<file path="src/rtl/movavg_pkg.sv">
// Shared definitions for the parametrised moving-average block.
//   ow_f      : output/accumulator width for a W-bit sample over a 2**depth_log2 window
//   MODE_SUM  : dout carries the full window sum
//   MODE_MEAN : dout carries the window sum shifted right by depth_log2 (floor)
package movavg_pkg;

  localparam logic MODE_SUM  = 1'b0;
  localparam logic MODE_MEAN = 1'b1;

  // The sum of 2**d values below 2**w always fits in w+d bits, so no
  // log2 helper is needed to size the accumulator.
  function automatic int ow_f(input int w, input int depth_log2);
    return w + depth_log2;
  endfunction

endpackage

</file>
<file path="src/rtl/movavg_tapline.sv">
// Circular buffer of N = 2**DEPTH_LOG2 sample taps with a write pointer.
//   clk    : rising-edge clock
//   reset  : synchronous active-low reset; zeroes taps and pointer
//   zero   : synchronous flush; zeroes taps and pointer (reset has priority)
//   push   : write din into the tap at the pointer and advance the pointer
//   din    : sample to store
//   oldest : tap at the pointer, i.e. the sample about to be overwritten
//   wp     : current write pointer (exposed for observation)
module movavg_tapline #(
  parameter int W          = 64,
  parameter int DEPTH_LOG2 = 2
) (
  input  logic                  clk,
  input  logic                  reset,
  input  logic                  zero,
  input  logic                  push,
  input  logic [W-1:0]          din,
  output logic [W-1:0]          oldest,
  output logic [DEPTH_LOG2-1:0] wp
);

  localparam int N = 1 << DEPTH_LOG2;

  logic [W-1:0] taps [N];

  // Combinational read of the tap about to be replaced; the caller uses
  // this value in the same cycle the push overwrites it (read-before-write).
  assign oldest = taps[wp];

  always_ff @(posedge clk) begin
    if (!reset || zero) begin
      for (int i = 0; i < N; i++) taps[i] <= '0;
      wp <= '0;
    end else if (push) begin
      taps[wp] <= din;
      // Power-of-two depth: the natural wrap of wp is modulo N.
      wp <= wp + DEPTH_LOG2'(1);
    end
  end

endmodule

</file>
<file path="src/rtl/movavg_param.sv">
// Moving sum / mean over a window of N = 2**DEPTH_LOG2 unsigned samples,
// one sample per cycle, using a running sum (add newest, subtract oldest).
//   clk       : rising-edge clock
//   reset     : synchronous active-low reset
//   in_valid  : din carries a sample this cycle
//   din       : W-bit unsigned sample
//   mode      : MODE_SUM -> window sum, MODE_MEAN -> sum >> DEPTH_LOG2
//   clear     : synchronous active-high flush of the window (drops a
//               coincident sample)
//   out_valid : dout updated this cycle
//   dout      : OW-bit result, registered
//   full      : window holds N samples since the last reset/clear
//
// Handshake: a sample is accepted on any rising edge with in_valid=1,
// clear=0, reset=1; there is no back-pressure. The result including that
// sample is presented one cycle later with out_valid=1 for exactly that
// cycle; dout holds between results.
module movavg_param
  import movavg_pkg::*;
#(
  parameter  int W          = 64,
  parameter  int DEPTH_LOG2 = 2,
  localparam int OW         = ow_f(W, DEPTH_LOG2)
) (
  input  logic          clk,
  input  logic          reset,
  input  logic          in_valid,
  input  logic [W-1:0]  din,
  input  logic          mode,
  input  logic          clear,
  output logic          out_valid,
  output logic [OW-1:0] dout,
  output logic          full
);

  localparam logic [DEPTH_LOG2:0] N_CNT = (DEPTH_LOG2 + 1)'(1 << DEPTH_LOG2);

  logic                  accept;
  logic [W-1:0]          oldest;
  logic [DEPTH_LOG2-1:0] wp;
  logic [OW-1:0]         sum;
  logic [OW-1:0]         sum_next;
  logic [OW-1:0]         mean_next;
  logic [DEPTH_LOG2:0]   fill_cnt;
  logic [DEPTH_LOG2:0]   fill_cnt_next;

  assign accept = in_valid && !clear;

  movavg_tapline #(
    .W          (W),
    .DEPTH_LOG2 (DEPTH_LOG2)
  ) u_tapline (
    .clk    (clk),
    .reset  (reset),
    .zero   (clear),
    .push   (accept),
    .din    (din),
    .oldest (oldest),
    .wp     (wp)
  );

  // The sum never exceeds N*(2**W-1) < 2**OW, and the tap being removed is
  // always already part of sum, so the subtraction cannot underflow.
  assign sum_next  = sum + {{DEPTH_LOG2{1'b0}}, din} - {{DEPTH_LOG2{1'b0}}, oldest};
  assign mean_next = sum_next >> DEPTH_LOG2;

  assign fill_cnt_next = (fill_cnt == N_CNT) ? fill_cnt
                                             : fill_cnt + (DEPTH_LOG2 + 1)'(1);

  always_ff @(posedge clk) begin
    if (!reset) begin
      sum       <= '0;
      fill_cnt  <= '0;
      out_valid <= 1'b0;
      dout      <= '0;
      full      <= 1'b0;
    end else if (clear) begin
      // dout deliberately holds its last value across a clear.
      sum       <= '0;
      fill_cnt  <= '0;
      out_valid <= 1'b0;
      full      <= 1'b0;
    end else if (in_valid) begin
      sum       <= sum_next;
      fill_cnt  <= fill_cnt_next;
      out_valid <= 1'b1;
      dout      <= (mode == MODE_MEAN) ? mean_next : sum_next;
      full      <= (fill_cnt_next == N_CNT);
    end else begin
      out_valid <= 1'b0;
    end
  end

endmodule

</file>
<file path="config.mk">
export PLATFORM = sky130hd
export DESIGN_NAME = movavg_param
export DESIGN_NICKNAME = d
export VERILOG_FILES = /design/src/rtl/movavg_pkg.sv /design/src/rtl/movavg_tapline.sv /design/src/rtl/movavg_param.sv
export SDC_FILE = /design/constraint.sdc
export NUM_CORES = 1
export LEC_CHECK = 0
export BUFFER_PORTS_ARGS = -buffer_cell sky130_fd_sc_hd__buf_2
export CAP_MARGIN = 20
export CORE_UTILIZATION = 32
export CTS_BUF_LIST = sky130_fd_sc_hd__clkbuf_2
export CTS_CLUSTER_SIZE = 10
export DETAILED_ROUTE_END_ITERATION = 8
export HOLD_SLACK_MARGIN = 0.05
export SYNTH_ARGS = -nofsm -noshare
export SYNTH_HDL_FRONTEND = slang
export SYNTH_SLANG_ARGS = --single-unit
</file>
<file path="constraint.sdc">
create_clock -name clk -period 6.6 [get_ports clk]
set_clock_uncertainty 0.2 [all_clocks]
set_input_delay 0.33 -clock clk [delete_from_list [all_inputs] [get_ports clk]]
set_output_delay 0.33 -clock clk [all_outputs]
set_load 0.02 [all_outputs]
</file>
# Word-level counts from Yosys, hierarchy flattened
# Memory sizes are Yosys's and may differ from the RTL's. A register that Yosys moved wholly into a read port is not among the register bits.
# Cells that the tools add are included.
[classes]
add_sub_neg = 4
n_eq_ne = 2
muxes = 13
bitwise = 2
n_reduce_logical = 7
[ops]
columns = ["op", "count"]
rows = [
  ["adder 66 x 64 -> 66 bit", 1],
  ["2-to-1 mux 66 bit", 1],
  ["subtractor 66 x 64 -> 66 bit", 1],
  ["2-to-1 mux 64 bit", 1],
  ["OR reduction 64 bit", 1],
  ["2-to-1 mux 1 bit", 7],
  ["equality test 3 bit, second input constant", 2],
  ["2-to-1 mux 2 bit", 3],
  ["adder 3 x 1 -> 3 bit, second input constant", 1],
  ["2-to-1 mux 3 bit", 1],
  ["adder 2 x 1 -> 2 bit, second input constant", 1],
  ["zero test 1 bit", 2],
  ["inverter 1 bit", 2],
  ["AND reduction 2 bit", 1],
  ["OR reduction 2 bit", 1],
  ["logical AND 1 bit", 1],
  ["logical OR 1 bit", 1],
]
[word_totals]
reg_bits = 139
ramBits = 256
in_bits = 69
out_inout_bits = 68
elab_cells = 35
mem_count = 1
[memory_table]
columns = ["memory", "depth", "word_bits", "rd", "rd_clocked_by_memory_dff", "write_ports", "line_no", "rtl"]
rows = [
  ["u_tapline.taps", 4, 64, 1, 1, 4, "movavg_tapline.sv:24", "logic [W-1:0] taps [N];"],
]

# Depth between registers and ports, before layout
# Gate-level depths: netlist (run 1).
[depth]
depth_word = 7
depth_mapped = 19
depth_no_buf = 17

# Cells and area by module
# A second synthesis (run 1) with hierarchy kept.
[hier_totals]
cells_unflattened = 2237
area_unflattened_um2 = 22985.8
[modules_own_cells]
columns = ["mod", "n_inst", "cells_each", "area_per_inst_um2", "seq_area_each_um2"]
rows = [
  ["movavg_param", 1, 1525, 11680.0, 2742.6],
  ["movavg_tapline", 1, 712, 11305.8, 7767.4],
]

# Least setup slack after synthesis (run 1)
# No wires, ideal clock.
[synth_path]
kind = "register to register"
startpoint = "reg with a tool-made name"
endpoint = "reg dout[49]"
setup_ns = 0.117
t_arrival_ns = 4.669
required_time_ns = 6.283
path_slack_ns = 1.613
stages_incl_launch_ff = 18
n_path_buf = 2
period_less_slack_ns = 4.987
path_cell_list = "dfxtp_1 clkbuf_1 buf_1 mux4_2 fa_1 inv_1 ha_1 a211oi_2 o21a_1 a2111oi_4 o2111a_2 a211oi_2 o21bai_4 a21oi_2 nor2_1 o311a_1 o22ai_1 nor2_1"
[synth_lines]
columns = ["element", "line_no", "rtl"]
rows = [
  ["end signal, assigned", "movavg_param.sv:87", "dout <= (mode == MODE_MEAN) ? mean_next : sum_next;"],
  ["end, declared", "movavg_param.sv:32", "output logic [OW-1:0] dout,"],
]

==> run summary, run 1 <==
The top layer used by detailed routing is met5. The clock buffer count from CTS is 105. Once routing completed, OpenROAD measured the worst setup slack at 0.949 ns. The die is 269 um tall. The synthesized area divided by synthesized cell count is 10.4 um2. Counting both buffers and inverters, the worst setup path holds a total of 1.

The HPWL reported at the end of detailed placement is 45900 um. The post-cts gate resize count is 0. The count of nets after finishing is 2639.

Global routing consumed, over all layers together, 19.1% of the routing resources. The final non-filler cell total is 3472. The count of buffers inserted at the top-level ports came out at 136.

The critical path required time is 7.43 ns. The maximum frequency from static timing analysis came out at 177 MHz. In the layout the commonest cells are 264 x sky130_fd_sc_hd__inv_1, 256 x sky130_fd_sc_hd__edfxtp_1, 214 x sky130_fd_sc_hd__nor2_1, 168 x sky130_fd_sc_hd__clkbuf_2, 140 x sky130_fd_sc_hd__dlygate4sd3_1. Dividing the final minimum period by the clock period gives 85.6%. In the synthesized netlist the dominant register cell turns out to be sky130_fd_sc_hd__edfxtp_1. The post-synthesis sequential element count came out at 397. The run finished with clean final reports. The register area came out at 10500 um2. Pin placement for this block handled 137 I/O pins. The power consumption is 8.22 mW. The number of enable-type register cells in the synthesized netlist is 256. The number of buffers between clock root and the deepest sink is 3. The maximum cell stage delay along the critical path came out at 0.85 ns. STA classifies the critical path endpoint as a flop. The wire length on met2 came out at 32700 um.

The cell chosen for the clock root is sky130_fd_sc_hd__clkbuf_2. Setup repair after global routing left no endpoint under its margin. The top cell family by delay on the critical path is compound AO/OA/AOI/OAI gates. The critical path goes through mux4_2 > fa_1 > inv_1 > ha_1 > a211oi_2 > o21ai_1 > nand4_1 > a311oi_1 > o311ai_1 > nand2_1 > a221oi_1 > o21ai_0 > xor2_1 > mux2i_1 > a21oi_1. Once detail routing completed, the nets flagged for antenna violations numbered 0. The slowest stage of the critical path belongs to the cell sky130_fd_sc_hd__dfxtp_4. The sequential fraction of the synthesis area is 46.2%.

The netlist area before placement came out at 22700 um2. The measured slew at the worst slew-check pin is 1.14 ns. The vias per cell came out at 5.12.

The filler cells instantiated in the layout total 7092. The overall die area is 72100 um2. The async set-or-reset flop fraction in the synthesized netlist came out at 0%. In this run the number of H-tree levels came out at 3. The area occupied by multi-input gates came out at 10700 um2. Relative to the synthesized area, the layout overhead comes to 17.4%. The unique cell type count in the Yosys netlist is 80. The die width came out at 269 um.

The critical path is of the reg2reg type. The peak supply drop is 0.117 mV. The placed instance count is 3131. The total length of routed wires came out at 68700 um. The tool flagged a number of max-cap violations equal to 0. The clock insertion delay at the later pin of the skew report is 1.17 ns. TritonCTS built the clock tree. For this configuration, the core starts out at a cell density of 32.4%. Headroom to the max-slew limit came out at 24.3%. The post-route netlist has 17.8% of its cells at a drive strength greater than 1. The hold violation total from the final report was 0. The post-synthesis net count came out at 2381. The number of antenna violations at the first check in global routing came to 4. STA classifies the critical path startpoint as a flop. The clock period could shrink to 5.65 ns. The site row count came out at 97. The CTS clock-pin slew for the worst setup and hold paths is 0.11 ns. The post-synthesis cell count came out at 2180. The leading cell type in the layout, fill and taps excluded is sky130_fd_sc_hd__inv_1.

In the final routing, the length of wire on met1 measures 30000 um. The wire length on met3 is 4450 um. The pin count of the biggest net entering global routing came out at 85. The floorplan step defined a core boundary enclosing 70100 um2. The count of vias placed by the detailed router is 17800.

The total setup buffers inserted after CTS came out at 0. The worst-case setup slack after placement came out at 1.06 ns. The first global-routing pass estimated 106000 um of wire. The static power due to leakage is 11.4 nW. For this run, the number of Yosys warnings is 0. The total number of clock tree sinks is 397. The final weighted congestion in routability-driven placement came out at 0.939.

In this run the worst hold path is classified as in2reg. The average wire per cell in the routed design is 19.8 um. Dividing total power by cell area gives a power density of 308 nW/um2.

The number of iterations in the first detailed-routing pass is 5. The arrival time of data at the critical path endpoint is 6.48 ns. The final routed DRC violation total is 0. The number of global-route vias before repair was 18400. The maximum net fanout on the critical path is 31. The count of pins over their slew limit came out at 0. The final setup violation count is 0. The setup TNS after final layout came out at 0 ns. The remaining global-route overflow came out at 0.

For this block, the initial DRC count from the detailed router was 1286.
-- logic make-up after synthesis --
logic type | synth area share [%]
buffers and inverters | 6.97
xor gates and xnor gates | 2.42
adders and majority gates | 9.38
DFF | 46.2
muxes | 10.8
and+or+nand+nor | 13.5
AOI/OAI and AO/OA | 10.7
-- area by class of cell --
cell class                      count  share of cell area [%]
Clock inverter                     30                   0.769
Antenna cell                        3                  0.0281
Tap cell                          940                    4.41
Timing Repair Buffer              299                    8.50
Inverter                          266                    3.74
Clock buffer                      168                    3.15
Multi-Input combinational cell   1369                    40.0
Sequential cell                   397                    39.4
-- sequential cells by signal, indices dropped and copies added, names as in the netlist, named ones only --
name / cells
dout: 66
fill_cnt: 3
full: 1
out_valid: 1
sum: 66
u_tapline.taps: 256
u_tapline.wp: 2
-- synth_stat cells, types with 28 or more instances --
| library cell | n | share of area, % |
|---|---|---|
| sky130_fd_sc_hd__a211oi_1 | 28 | 0.92 |
| sky130_fd_sc_hd__a21o_1 | 34 | 1.1 |
| sky130_fd_sc_hd__a21oi_1 | 133 | 2.9 |
| sky130_fd_sc_hd__and2_1 | 77 | 2.1 |
| sky130_fd_sc_hd__clkbuf_1 | 114 | 1.9 |
| sky130_fd_sc_hd__dfxtp_1 | 141 | 12 |
| sky130_fd_sc_hd__edfxtp_1 | 256 | 34 |
| sky130_fd_sc_hd__fa_1 | 64 | 5.6 |
| sky130_fd_sc_hd__ha_1 | 68 | 3.7 |
| sky130_fd_sc_hd__inv_1 | 265 | 4.4 |
| sky130_fd_sc_hd__mux2i_1 | 99 | 4.4 |
| sky130_fd_sc_hd__mux4_2 | 64 | 6.3 |
| sky130_fd_sc_hd__nand2_1 | 106 | 1.8 |
| sky130_fd_sc_hd__nor2_1 | 214 | 3.5 |
| sky130_fd_sc_hd__nor3_1 | 78 | 1.7 |
| sky130_fd_sc_hd__nor4_1 | 62 | 1.7 |
| sky130_fd_sc_hd__o21ai_0 | 79 | 1.7 |
| sky130_fd_sc_hd__xnor2_1 | 40 | 1.5 |
-- timing repair --
item,CTS,global route
hold buffers,140,0
setup endpoints to repair,0,0
hold endpoints to repair,392,0
-- metal layers --
layer	track usage, %	vias up
li1	-	8242
met1	25.0	8811
met2	31.7	610
met3	3.78	99
met4	6.31	2
met5	0	-
-- tightest hold or removal path: cells and delay by family --
family	cells	cell delay (ns)
AOI/OAI and AO/OA	1	0.10
and+or+nand+nor	2	0.33
buffers and inverters	2	0.71
-- per-stage QoR --
step,hold WS [ns],instance area (um2),util [%]
finish,0.225,26700,38.0
global route,0.147,26700,38.0
CTS,0.0778,26700,38.0
detailed placement,0.249,24200,34.5
global placement,0.242,24200,34.5
floorplan,0.256,22700,-
-- path summary, 6_finish.rpt --
| check | startpoint | end | slack [ns] | depth (start not counted) |
|---|---|---|---|---|
| worst max-delay path | flop | dout[53]$_SDFFE_PN0P_ | 0.95 | 15 |
| worst min-delay path | clear | sum[60]$_SDFFE_PP0P_ | 0.22 | 5 |
| worst max register to register | flop | dout[53]$_SDFFE_PN0P_ | 0.95 | 15 |
| worst min register to register | dout[21]$_SDFFE_PN0P_ | dout[21]$_SDFFE_PN0P_ | 0.26 | 2 |
-- power by group --
group          leakage, nW  internal [mW]  total [mW]  switching (mW)
registers             3.99           2.84        2.94           0.101
logic                 6.56           1.20        3.40            2.19
clock network        0.805          0.793        1.88            1.09
total                 11.4           4.84        8.22            3.38
Note: power is estimated with default switching activity, not from simulation.
==> run 2, diff against run 1 <==
Settings changed: CORE_MARGIN set to 4.
==> run 2 against run 1 <==
Flip-flop and latch count did not move; combinational power is 1% lower; final cell count unchanged; worst setup slack got worse by 0.12 ns; maximum frequency decreased by 2.1%; non-clock buffer count down 2; routed wire length shrank 1.1%; die area increased by 4.5%; design area is 0.16% lower.
==> run summary, run 2 (synthesis gave the netlist of run 1 again) <==
The clock insertion delay at the later pin of the skew report was 1.15 ns (-0.02 ns). The tightest min-delay check is of the in2reg type. The starting density of the core is 32.4% (-0.056 points).

The critical path required time came to 7.43 ns (about the same). The final critical path time including I/O delays and setup is 5.77 ns (+0.120 ns). The overall die area is 75400 um2 (+4.5%). The met1 usage in global routing came out at 24.0% (-1.0 points). The remaining global-route overflow came out at 0 (unchanged). The total number of clock tree sinks is 397 (unchanged).

The flip-flop count of the largest register after layout is 256 (unchanged). The final weighted congestion in routability-driven placement was 0.887 (-5.4%). The residual antenna-violating net count after detailed routing is 0 (unchanged). The worst hold-check slack came out at 0.231 ns (+0.00652 ns). The vertical die dimension came to 275 um (+2.2%). The pin count of the biggest net entering global routing came out at 86 (+1.2%). The number of global-route vias before repair came out at 18600 (+1.0%).

The HPWL reported at the end of detailed placement is 45300 um (-1.4%). The total length of routed wires is 67900 um (-1.1%). The number of iterations in the first detailed-routing pass came to 5 (unchanged). The core area is 70300 um2 (+0.17%). The count of pins over their slew limit was 0 (unchanged).

The arrival time of data at the critical path endpoint came to 6.60 ns (+0.12 ns). The final setup violation count is 0 (unchanged). The met3 demand-to-capacity share in global routing is 4.20% (+0.42 points). The maximum frequency from static timing analysis came out at 173 MHz (-2.1%).

The worst-case headroom to the max-slew limit is 20.2% (-4.1 points). The total setup buffers inserted after CTS came to 0 (unchanged). The CTS clock-pin slew for the worst setup and hold paths was 0.12 ns (about the same).

The worst setup path is launched from a flop. The count of buffers inserted at the top-level ports came out at 136 (unchanged). The power consumption came to 8.11 mW (-1.3%).

The vias per cell is 5.11 (-0.12%). The total power divided by cell area is 304 nW/um2 (-1.2%). For this design, the slowest cell found on the critical path is sky130_fd_sc_hd__dfxtp_4. The fraction of final layout cells sized beyond drive strength 1 came out at 17.6% (-0.20 points). The hold violation total from the final report is 0 (unchanged).

The static power due to leakage is 11.3 nW (-0.25%). The measured slew at the worst slew-check pin is 1.20 ns (+0.0620 ns). The maximum net fanout on the critical path is 34 (+9.7%).

CTS placed an instance of sky130_fd_sc_hd__clkbuf_2 at the clock tree root. The setup path with the least slack is of type reg2reg. The die width came out at 275 um (+2.2%). The register bank with the most flops is u_tapline.taps. The number of antenna violations at the first check in global routing was 1 (-3). The average wire per cell in the routed design came out at 19.6 um (-1.1%).

The library cell used most frequently in the layout, excluding fill and tap cells, is sky130_fd_sc_hd__inv_1. The utilization of the core after routing is 37.9% (-0.13 points). The number of buffers between clock root and the deepest sink came to 3 (unchanged).

The max-capacitance violation count is 0 (unchanged). The area growth from synthesis to final layout is 17.2%. The setup TNS after final layout came to 0 ns (unchanged).

met2 is the most crowded layer. The overall routing resource usage came to 18.0% (-1.1 points). The count of nets after finishing came out at 2639 (unchanged). The final routed DRC violation total is 0 (unchanged). The number of DRC markers in iteration 0 is 1263 (-1.8%). The count of vias placed by the detailed router came out at 17700 (-0.12%). Setup repair after global routing left no endpoint under its margin. The run finished with clean final reports. The period utilization is 87.4% (+1.8 points). The largest registers in the layout are u_tapline.taps: 256 flops, dout: 66 flops, sum: 66 flops.

The total I/O pin count came out at 137 (unchanged). The peak supply drop is 0.111 mV (-5.4%). The site row count is 97 (unchanged). The critical path goes through mux4_2 > fa_1 > inv_1 > ha_1 > nand4_1 > nor3_1 > o2111ai_1 > a21oi_1 > o21ai_2 > o211ai_1 > a211oi_1 > xnor2_1 > mux2i_1 > a211oi_2.

TritonCTS built the clock tree. The maximum cell stage delay along the critical path was 0.91 ns (+0.06 ns). The wire length of the first global-routing pass is 106000 um (+0.10%).

The met2 usage in global routing came out at 29.3% (-2.4 points). The number of H-tree levels came to 3 (unchanged). In the layout the commonest cells are 264 x sky130_fd_sc_hd__inv_1, 256 x sky130_fd_sc_hd__edfxtp_1, 214 x sky130_fd_sc_hd__nor2_1, 165 x sky130_fd_sc_hd__clkbuf_2, 138 x sky130_fd_sc_hd__dlygate4sd3_1.

The worst setup path is captured at a flop. The clock buffer count from CTS is 107 (+1.9%).
run 2: worst max-delay path: cells and delay by family (launching register included):
kind,cells,cell delay [ns]
AOI/OAI and AO/OA,6,1.60
adders and majority gates,2,1.01
DFF,1,0.91
muxes,2,0.78
and+or+nand+nor,2,0.70
xor gates and xnor gates,1,0.38
buffers and inverters,1,0.05
run 2: power by group:
part	leakage, nW	internal [mW]	total (mW)	switching [mW]
clock network	0.779	0.716	1.81	1.09
registers	3.99	2.84	2.94	0.0984
logic	6.56	1.20	3.36	2.15
run 2: final timing paths:
path | to | start | depth (start not counted) | slack [ns]
min | dout[21]$_SDFFE_PN0P_ | clear | 5 | 0.23
max reg2reg | dout[62]$_SDFFE_PN0P_ | flop | 14 | 0.83
min reg2reg | dout[21]$_SDFFE_PN0P_ | dout[21]$_SDFFE_PN0P_ | 2 | 0.26
max | dout[62]$_SDFFE_PN0P_ | flop | 14 | 0.83
run 2: area by class of cell:
| cell class | count | area, um2 |
|---|---|---|
| fillers | 7033 | 43600 |
| multi-input cells | 1369 | 10700 |
| flip-flops and latches | 397 | 10500 |
| repair buffers | 297 | 2260 |
| well taps | 940 | 1180 |
| inverters | 266 | 998 |
| clock buffers | 165 | 826 |
| clock inverters | 36 | 186 |
| diodes | 2 | 5.00 |
run 2: per-stage QoR:
| step | worst slack [ns] | instances | instance area (um2) |
|---|---|---|---|
| finish | 0.830 | 3472 | 26600 |
| global placement | 0.924 | 3130 | 24200 |
| global route | 0.586 | 3472 | 26600 |
| CTS | 0.862 | 3469 | 26600 |
| floorplan | 1.61 | 2180 | 22700 |
| detailed placement | 0.955 | 3130 | 24200 |
run 2: repair_timing:
| action | CTS | global route |
|---|---|---|
| hold buffers | 138 | 0 |
| resized for setup | 0 | 0 |
| endpoints found under the hold margin | 387 | 0 |
run 2: metal layers:
layer,part of all wire [%],wire [um],vias to the layer above
li1,-,-,8247
met2,47,31900,558
met4,1.8,1230,0
met3,7.3,4940,91
met1,44,29900,8846
met5,0,0,-
